<file path="src/rtl/auction_pkg.sv">
// Shared definitions for the auction award return path: FSM encoding,
// bidder-count helper and default note field widths.
package auction_pkg;

  typedef enum logic [1:0] {
    IDLE = 2'd0,
    SEND = 2'd1,
    DONE = 2'd2
  } state_t;

  localparam int unsigned NOTE_ID_W    = 2;
  localparam int unsigned NOTE_PRICE_W = 2;

  function automatic int unsigned bidder_count(input int unsigned n);
    return 32'd1 << n;
  endfunction

endpackage

</file>
<file path="src/rtl/auction_award_dispatch_if.sv">
// Result intake, notice stream and award/status bundle of the award dispatcher.
interface auction_award_dispatch_if
  import auction_pkg::*;
#(
  parameter int unsigned N = NOTE_ID_W,
  parameter int unsigned W = NOTE_PRICE_W
);
  logic                       res_valid;
  logic                       res_ready;
  logic [N-1:0]               winner;
  logic [W-1:0]               winning_bid;
  logic                       cancel;
  logic                       note_valid;
  logic                       note_ready;
  logic [N-1:0]               note_id;
  logic                       note_win;
  logic [W-1:0]               note_price;
  logic [bidder_count(N)-1:0] award;
  logic                       done;
  logic                       busy;

  modport slave (
    input  res_valid, winner, winning_bid, cancel, note_ready,
    output res_ready, note_valid, note_id, note_win, note_price, award, done, busy
  );

  modport master (
    output res_valid, winner, winning_bid, cancel, note_ready,
    input  res_ready, note_valid, note_id, note_win, note_price, award, done, busy
  );
endinterface

</file>
<file path="src/rtl/onehot_dec.sv">
// Combinational binary-to-one-hot decoder, N select bits to 2**N outputs.
module onehot_dec
  import auction_pkg::*;
#(
  parameter int unsigned N = NOTE_ID_W
) (
  input  logic [N-1:0]               sel,
  output logic [bidder_count(N)-1:0] dec
);
  always_comb begin
    dec      = '0;
    dec[sel] = 1'b1;
  end
endmodule

</file>
<file path="src/rtl/auction_award_dispatch.sv">
// Delivers a resolved auction result to every bidder as a notice stream,
// then latches the one-hot award vector and pulses done.
module auction_award_dispatch
  import auction_pkg::*;
#(
  parameter int unsigned N = NOTE_ID_W,
  parameter int unsigned W = NOTE_PRICE_W
) (
  input logic                      clk,
  input logic                      rst_n,
  auction_award_dispatch_if.slave  bus
);
  localparam int unsigned NB   = bidder_count(N);
  localparam logic [N-1:0] LAST = '1;

  state_t          state, state_nx;
  logic [N-1:0]    idx;
  logic [N-1:0]    winner_q;
  logic [W-1:0]    bid_q;
  logic [NB-1:0]   award_q;
  logic [NB-1:0]   dec;

  onehot_dec #(.N(N)) u_dec (
    .sel (winner_q),
    .dec (dec)
  );

  always_ff @(posedge clk or negedge rst_n) begin
    if (!rst_n) begin
      state    <= IDLE;
      idx      <= '0;
      winner_q <= '0;
      bid_q    <= '0;
      award_q  <= '0;
    end else begin
      state <= state_nx;
      case (state)
        IDLE: if (bus.res_valid) begin
          winner_q <= bus.winner;
          bid_q    <= bus.winning_bid;
          idx      <= '0;
          award_q  <= '0;
        end
        // idx holds at LAST so the counter never wraps inside a dispatch
        SEND: if (!bus.cancel && bus.note_ready && idx != LAST) idx <= idx + N'(1);
        DONE: award_q <= dec;
        default: ;
      endcase
    end
  end

  always_comb begin
    state_nx       = state;
    bus.res_ready  = 1'b0;
    bus.note_valid = 1'b0;
    bus.note_id    = '0;
    bus.note_win   = 1'b0;
    bus.note_price = '0;
    bus.done       = 1'b0;
    bus.busy       = (state != IDLE);
    bus.award      = award_q;
    case (state)
      IDLE: begin
        bus.res_ready = 1'b1;
        if (bus.res_valid) state_nx = SEND;
      end
      SEND: begin
        bus.note_valid = 1'b1;
        bus.note_id    = idx;
        bus.note_win   = (idx == winner_q);
        bus.note_price = bus.note_win ? bid_q : '0;
        if (bus.cancel)                         state_nx = IDLE;
        else if (bus.note_ready && idx == LAST) state_nx = DONE;
      end
      DONE: begin
        bus.done = 1'b1;
        state_nx = IDLE;
      end
      default: state_nx = IDLE;
    endcase
  end
endmodule

</file>
<file path="src/flat_wrapper.sv">
// flat-port wrapper written by rule: the top's interface ports become plain ports
module auction_award_dispatch_flat import auction_pkg::*;
#(
  parameter int unsigned N = NOTE_ID_W,
  parameter int unsigned W = NOTE_PRICE_W
)
  (clk, rst_n, bus_res_valid, bus_winner, bus_winning_bid, bus_cancel, bus_note_ready, bus_res_ready, bus_note_valid, bus_note_id, bus_note_win, bus_note_price, bus_award, bus_done, bus_busy);
  auction_award_dispatch_if #(.N(N), .W(W)) bus_i ();
  input logic clk;
  input logic rst_n;
  input wire logic [$bits(bus_i.res_valid)-1:0] bus_res_valid;
  input wire logic [$bits(bus_i.winner)-1:0] bus_winner;
  input wire logic [$bits(bus_i.winning_bid)-1:0] bus_winning_bid;
  input wire logic [$bits(bus_i.cancel)-1:0] bus_cancel;
  input wire logic [$bits(bus_i.note_ready)-1:0] bus_note_ready;
  output wire logic [$bits(bus_i.res_ready)-1:0] bus_res_ready;
  output wire logic [$bits(bus_i.note_valid)-1:0] bus_note_valid;
  output wire logic [$bits(bus_i.note_id)-1:0] bus_note_id;
  output wire logic [$bits(bus_i.note_win)-1:0] bus_note_win;
  output wire logic [$bits(bus_i.note_price)-1:0] bus_note_price;
  output wire logic [$bits(bus_i.award)-1:0] bus_award;
  output wire logic [$bits(bus_i.done)-1:0] bus_done;
  output wire logic [$bits(bus_i.busy)-1:0] bus_busy;
  assign bus_i.res_valid = bus_res_valid;
  assign bus_i.winner = bus_winner;
  assign bus_i.winning_bid = bus_winning_bid;
  assign bus_i.cancel = bus_cancel;
  assign bus_i.note_ready = bus_note_ready;
  assign bus_res_ready = bus_i.res_ready;
  assign bus_note_valid = bus_i.note_valid;
  assign bus_note_id = bus_i.note_id;
  assign bus_note_win = bus_i.note_win;
  assign bus_note_price = bus_i.note_price;
  assign bus_award = bus_i.award;
  assign bus_done = bus_i.done;
  assign bus_busy = bus_i.busy;
  auction_award_dispatch #(.N(N), .W(W)) u_core (.clk(clk), .rst_n(rst_n), .bus(bus_i));
endmodule
</file>
<file path="config.mk">
export PLATFORM = sky130hd
export DESIGN_NAME = auction_award_dispatch_flat
export DESIGN_NICKNAME = d
export VERILOG_FILES = /design/src/rtl/auction_pkg.sv /design/src/rtl/auction_award_dispatch_if.sv /design/src/rtl/onehot_dec.sv /design/src/rtl/auction_award_dispatch.sv /design/src/flat_wrapper.sv
export SDC_FILE = /design/constraint.sdc
export NUM_CORES = 1
export LEC_CHECK = 0
export BUFFER_PORTS_ARGS = -buffer_cell sky130_fd_sc_hd__buf_2
export CAP_MARGIN = 15
export CORE_UTILIZATION = 46
export DETAILED_ROUTE_END_ITERATION = 12
export PLACE_DENSITY = 0.75
export SYNTH_ARGS = -nofsm -noshare
export SYNTH_HDL_FRONTEND = slang
export SYNTH_SLANG_ARGS = --single-unit
</file>
<file path="constraint.sdc">
create_clock -name clk -period 1.76 [get_ports clk]
set_clock_uncertainty 0.05 [all_clocks]
set_input_delay 0.528 -clock clk [delete_from_list [all_inputs] [get_ports clk]]
set_output_delay 0.528 -clock clk [all_outputs]
set_load 0.005 [all_outputs]
</file>
==> flow_summary.ini, run 1 <==
[status]
outcome = finished with violations
failing_checks = negative setup slack

[flow_run]
max_cap_violations = 0

[setup_path]
criticalPathCategory = reg -> out
worst_r2r_startpoint = u_core.idx[0]
critPathCaptureType = output pin
crit_fanout = 3
rr_worst_depth = 4
rr_endpoint = u_core.idx[0]
endpoint_required_time_on_the_critical_path_ps = 1180
rrSetupSlack_ps = 240
crit_path_start_kind = register
timing.critical_path.arrival_ps = 1280

[floorplan]
horiz_die_dim_um = 38.5
ioPinCount = 22
std_cell_rows = 12
die_h_um = 38.5
design.core.area_sq_um = 1170
fp.dieArea_sq_um = 1480
floorplan.initialDensity = 0.522

[timing]
setup_ws_ps = -97.4
slew_viol_final = 0
share_of_the_clock_period_used_by_the_worst_path = 1.06
final.hold.worst_slack_ps = 76.7
setup_viol = 2
slew-limit-headroom = 0.813
setup_repair_after_global_routing_missed_its_margin = yes
fmax_mhz = 538
final-hold-violation-count = 0
worst_pin_slew_ps = 276
final.min_clock_period_ps = 1860

[global_route]
grt_pass1_wl_um = 1910
first_global_vias = 444
grt.total_usage = 0.204
grt-busiest-layer = met2
globalRouteMet1Util = 0.228
grt_use_met3 = 0.0872
antenna_violations_before_repair = 0
met2_usage = 0.356
grt_max_degree = 13
globalRouteOverflowTotal = 0

[synthesis]
syn-cell-area_sq_um = 612
syn_avg_cell_area_sq_um = 11.1
yosysWarningCount = 0
synth_area_leaders = dfrtp_1, mux2_4, o32ai_1, nand2_1, and2_1
synth.distinct_cells = 20
yosys.area.top_type_share = 0.491
synth_seq_area_share = 0.491
post_synth_inst_count = 55
post-synth-top-area-cell = dfrtp_1
ys_seq_elements = 12
mappedNetlistNets = 65

[placement]
gp_congestion = 0.754
placed_area_sq_um = 759
io_buffer_count = 21
detailed_place_hpwl_um = 944

[pwr]
switching_share = 0.290
p_int_mw = 0.512
p_leak_nw = 0.448
total_switching_power_mw = 0.209
seqPwrFrac = 0.471
power_per_cell_area_nw_per_um2 = 864
power.share.clock = 0.221
share_comb_of_total_power = 0.308
irDropWorstVdd_v = 0.000796

[finish]
layout.core_utilization = 0.713
postLayoutCellArea_sq_um = 835
layout.cells.most_common = buf_2
mostFrequentLayoutCells = buf_2, dfrtp_1, nand2_1
diodes = 0
final.fill_count = 95
finalNetCount = 98
post_route_cells_drive_above_1_share = 0.523
area.growth.synth_to_final_pct = 36.4

[clocking]
cts-buffers-inserted = 3
clock_tree.buffer_depth = 2
cts.sinks = 12
cts-htree-levels = 1
clk_root_buffer_cell = clkbuf_4
cts_hold_repair.buffers = 0
cts_tree = yes
clkTransAtPathRegs_ps = 70
insertion_delay_ps = 270

[worst_hold_path]
holdCritPathClass = in -> async

[drt]
drt_iter0_markers = 10
routed_wirelength_um = 1300
vias = 516
drt_pass_1_iters = 4
routed_wire_length_per_instance_um = 13.0
route.detailed.drc = 0
drtAntennaViolNets = 0
detail_route.vias_per_cell = 5.16
[flip-flops by register name, indices dropped and copies added, names as in the netlist]
signal and cells:
u_core.bus.award 4, u_core.bid_q 2, u_core.idx 2, u_core.state 2, u_core.winner_q 2
[per-layer routing]
metal  up-vias  wire length (um)
li1        256                 -
met3         0                72
met4         0                 0
met5         -                 0
met2        16               678
met1       244               549
[worst max-delay path by stage]
stage | start | endpoint | slack (ps)
after floorplan | u_core.state[1] | bus_note_price[0] | 130
after global placement | u_core.idx[0] | bus_note_price[0] | 140
after detailed placement | u_core.idx[0] | bus_note_price[0] | 100
after CTS | u_core.winner_q[1] | bus_note_price[1] | -110
after global routing | u_core.winner_q[1] | bus_note_price[1] | -170
final | u_core.winner_q[1] | bus_note_price[0] | -100
[layout make-up]
class,count,area [sq um],area share
Clock buffer,3,22.5,0.0270
Inverter,6,22.5,0.0270
Multi-Input combinational cell,36,299,0.358
Sequential cell,12,304,0.364
Tap cell,14,17.5,0.0210
Timing Repair Buffer,29,169,0.202
[cell usage after synthesis, drive strengths merged]
cell	n
inv	6
nor3	3
o311ai	1
and2	4
a21o	1
o32ai	4
xor2	2
buf	1
o211ai	3
mux2	4
nand2b	2
ha	1
dfrtp	12
nor2	2
nand2	8
nand4bb	1
[power by group through the flow]
stage	clock (mW)	combinational [mW]	sequential [mW]
2_1_floorplan	0	0.113	0.344
3_3_place_gp	0	0.176	0.348
3_5_place_dp	0	0.182	0.349
4_1_cts	0.167	0.212	0.336
5_1_grt	0.177	0.242	0.343
6_report	0.160	0.222	0.340
[timing repair]
item | in CTS | in global routing
setup buffers | 3 | 1
gates resized for setup | 3 | 4
setup endpoints to repair | 3 | 5
pin swaps | 2 | 1
[critical path: stages, from the launching register on]
cell     delay, ps
dfrtp_2        420
xor2_1         170
nor3_2         190
and2_1         140
buf_2          100
[stage by stage]
stage	setup WS, ps	TNS [ps]	power, mW	cells
2_1_floorplan	129	0	0.457	55
3_3_place_gp	139	0	0.525	93
3_5_place_dp	102	0	0.531	93
4_1_cts	-108	-221	0.715	99
5_1_grt	-166	-388	0.762	100
6_report	-97.4	-194	0.721	100
[cell families (layout without fill, tap and decap cells)]
logic type	after synthesis	count (layout)	share of synthesized area
AND/OR/NAND/NOR	20	20	0.196
flip-flops	12	12	0.491
adder cells (fa/ha/maj)	1	1	0.0204
AO/OA/AOI/OAI	9	9	0.121
XOR/XNOR	2	2	0.0286
buffers and inverters	7	38	0.0450
multiplexers	4	4	0.0982
(Power assumes the default switching activity.)
==> run 2: changes to the inputs <==
--- a/config.mk
+++ b/config.mk
@@ -7,9 +7,8 @@
 export LEC_CHECK = 0
 export BUFFER_PORTS_ARGS = -buffer_cell sky130_fd_sc_hd__buf_2
 export CAP_MARGIN = 15
-export CORE_UTILIZATION = 46
+export CORE_UTILIZATION = 30
 export DETAILED_ROUTE_END_ITERATION = 12
-export PLACE_DENSITY = 0.75
 export SYNTH_ARGS = -nofsm -noshare
 export SYNTH_HDL_FRONTEND = slang
 export SYNTH_SLANG_ARGS = --single-unit
==> run 2 against run 1 <==
  * The flow still finishes with violations (negative setup slack)
  * Sequential share of layout area fell by 2.2 points
  * Sequential power down 2%
  * First-iteration DRC count grew 30%
  * Largest power group unchanged
==> flow_summary.ini, run 2 (synthesized netlist as in run 1, its figures left out) <==
[timing]
setup_ws_ps = -120
slew_viol_final = 0
fmax_mhz = 532
setup_repair_after_global_routing_missed_its_margin = yes
slew-limit-headroom = 0.800
worst_pin_slew_ps = 299
final.min_clock_period_ps = 1880
share_of_the_clock_period_used_by_the_worst_path = 1.07
setup_viol = 2
final-hold-violation-count = 0

[floorplan]
horiz_die_dim_um = 47.2
design.core.area_sq_um = 1820
ioPinCount = 22
fp.dieArea_sq_um = 2220
std_cell_rows = 15
die_h_um = 47.2
floorplan.initialDensity = 0.336

[setup_path]
endpoint_required_time_on_the_critical_path_ps = 1180
crit_fanout = 3
crit_path_start_kind = register
worst_setup_startpoint = u_core.winner_q[0]
criticalPathCategory = reg -> out
critPathCaptureType = output pin
cp_slowest_stage_delay_ps = 400
worst_r2r_startpoint = u_core.idx[0]
timing.critical_path.arrival_ps = 1300
cpMaxStageDelayCell = dfrtp_1
rrSetupSlack_ps = 280
cell_breakdown_of_the_critical_path = xor2_1, nor3_4, and2_1, buf_2

[finish]
finalNetCount = 99
diodes = 0
post_route_cells_drive_above_1_share = 0.517
layout.core_utilization = 0.482
mostFrequentLayoutCells = buf_2, dfrtp_1, nand2_1, buf_4, inv_1
layout.cells.most_common = buf_2
final.fill_count = 189
area.growth.synth_to_final_pct = 43.6
largest_register_ff_count = 4
postLayoutCellArea_sq_um = 878

[drt]
vias = 524
drtAntennaViolNets = 0
drt_iter0_markers = 13
detail_route.vias_per_cell = 4.68
route.detailed.drc = 0
drt_pass_1_iters = 4
routed_wirelength_um = 1350
routed_wire_length_per_instance_um = 12.0

[clocking]
insertion_delay_ps = 270
clock_tree.buffer_depth = 2
cts.sinks = 12
clk_root_buffer_cell = clkbuf_4
cts_hold_repair.buffers = 0
cts-htree-levels = 1
cts_tree = yes
cts-buffers-inserted = 3
clkTransAtPathRegs_ps = 80

[pwr]
total_switching_power_mw = 0.235
power_per_cell_area_nw_per_um2 = 862
p_leak_nw = 0.464
power.share.clock = 0.225
p_int_mw = 0.523
irDropWorstVdd_v = 0.000580
seqPwrFrac = 0.439
share_comb_of_total_power = 0.336
switching_share = 0.310

[global_route]
grt_pass1_wl_um = 2300
globalRouteOverflowTotal = 0
antenna_violations_before_repair = 0
first_global_vias = 510
grt_max_degree = 13
grt.total_usage = 0.151

[placement]
detailed_place_hpwl_um = 1000
placed_area_sq_um = 796
gp_congestion = 0.782
placement.setup.worst_slack_ps = 122
io_buffer_count = 21

[worst_hold_path]
holdCritPathClass = in -> async

[status]
outcome = finished with violations
failing_checks = negative setup slack

[flow_run]
max_cap_violations = 0
==> run 2: cell count changes in the layout (fill, tap and decap cells not counted), moves of 2 or more <==
cell / before / now
and2_4: 0 / 2
dfrtp_2: 3 / 0
buf_2: 21 / 19
dfrtp_1: 9 / 12
and2_1: 4 / 2
buf_6: 1 / 3
==> run 2: path summary, 6_finish.rpt <==
kind / depth (start not counted) / end
max reg2reg: 5 / u_core.idx[0]
min in group clk: 2 / u_core.state[1]
min: 1 / u_core.bus.award[2]
min reg2reg: 2 / u_core.bus.award[0]
max: 4 / bus_note_price[0]
max in group asynchronous: 1 / u_core.bus.award[0]
==> run 2: power groups by stage <==
stage | registers (mW) | logic, mW | clock network, mW
3_3_place_gp | 0.340 | 0.208 | 0
6_report | 0.332 | 0.255 | 0.170
4_1_cts | 0.332 | 0.231 | 0.176
3_5_place_dp | 0.340 | 0.211 | 0
2_1_floorplan | 0.344 | 0.113 | 0
5_1_grt | 0.337 | 0.278 | 0.190
==> run 2: per-layer routing <==
metal	wire length, um	GRT usage	part of all wire
met5	0	0	0
met1	577	0.190	0.43
met2	678	0.256	0.50
met4	0	0.0171	0
met3	92	0.0577	0.068
==> run 2: per-stage QoR <==
stage          hold WS, ps  cells  TNS (ps)  total power [mW]
2_1_floorplan          182     55         0             0.457
3_3_place_gp           374    107         0             0.548
3_5_place_dp           376    107         0             0.551
4_1_cts               82.2    112      -325             0.740
5_1_grt               83.9    112      -396             0.804
6_report              74.7    112      -226             0.757
==> run 2: area by class of cell <==
class,count,area [sq um],area share
Tap cell,25,31.3,0.0356
Clock buffer,3,22.5,0.0256
Multi-Input combinational cell,36,310,0.353
Timing Repair Buffer,30,189,0.215
Inverter,6,25.0,0.0285
Sequential cell,12,300,0.342
==> run 2: timing repair <==
item                                    CTS  global route
endpoints found under the hold margin     0             0
setup buffers                             2             1
pin swaps                                 2             1
gates resized for setup                   2             8
endpoints found under the setup margin    5             6
==> run 2: critical path: cells and delay by family, from the launching register on <==
family / cells / cell delay (ps)
flip-flops: 1 / 400
XOR/XNOR: 1 / 280
AND/OR/NAND/NOR: 2 / 240
buffers and inverters: 1 / 120
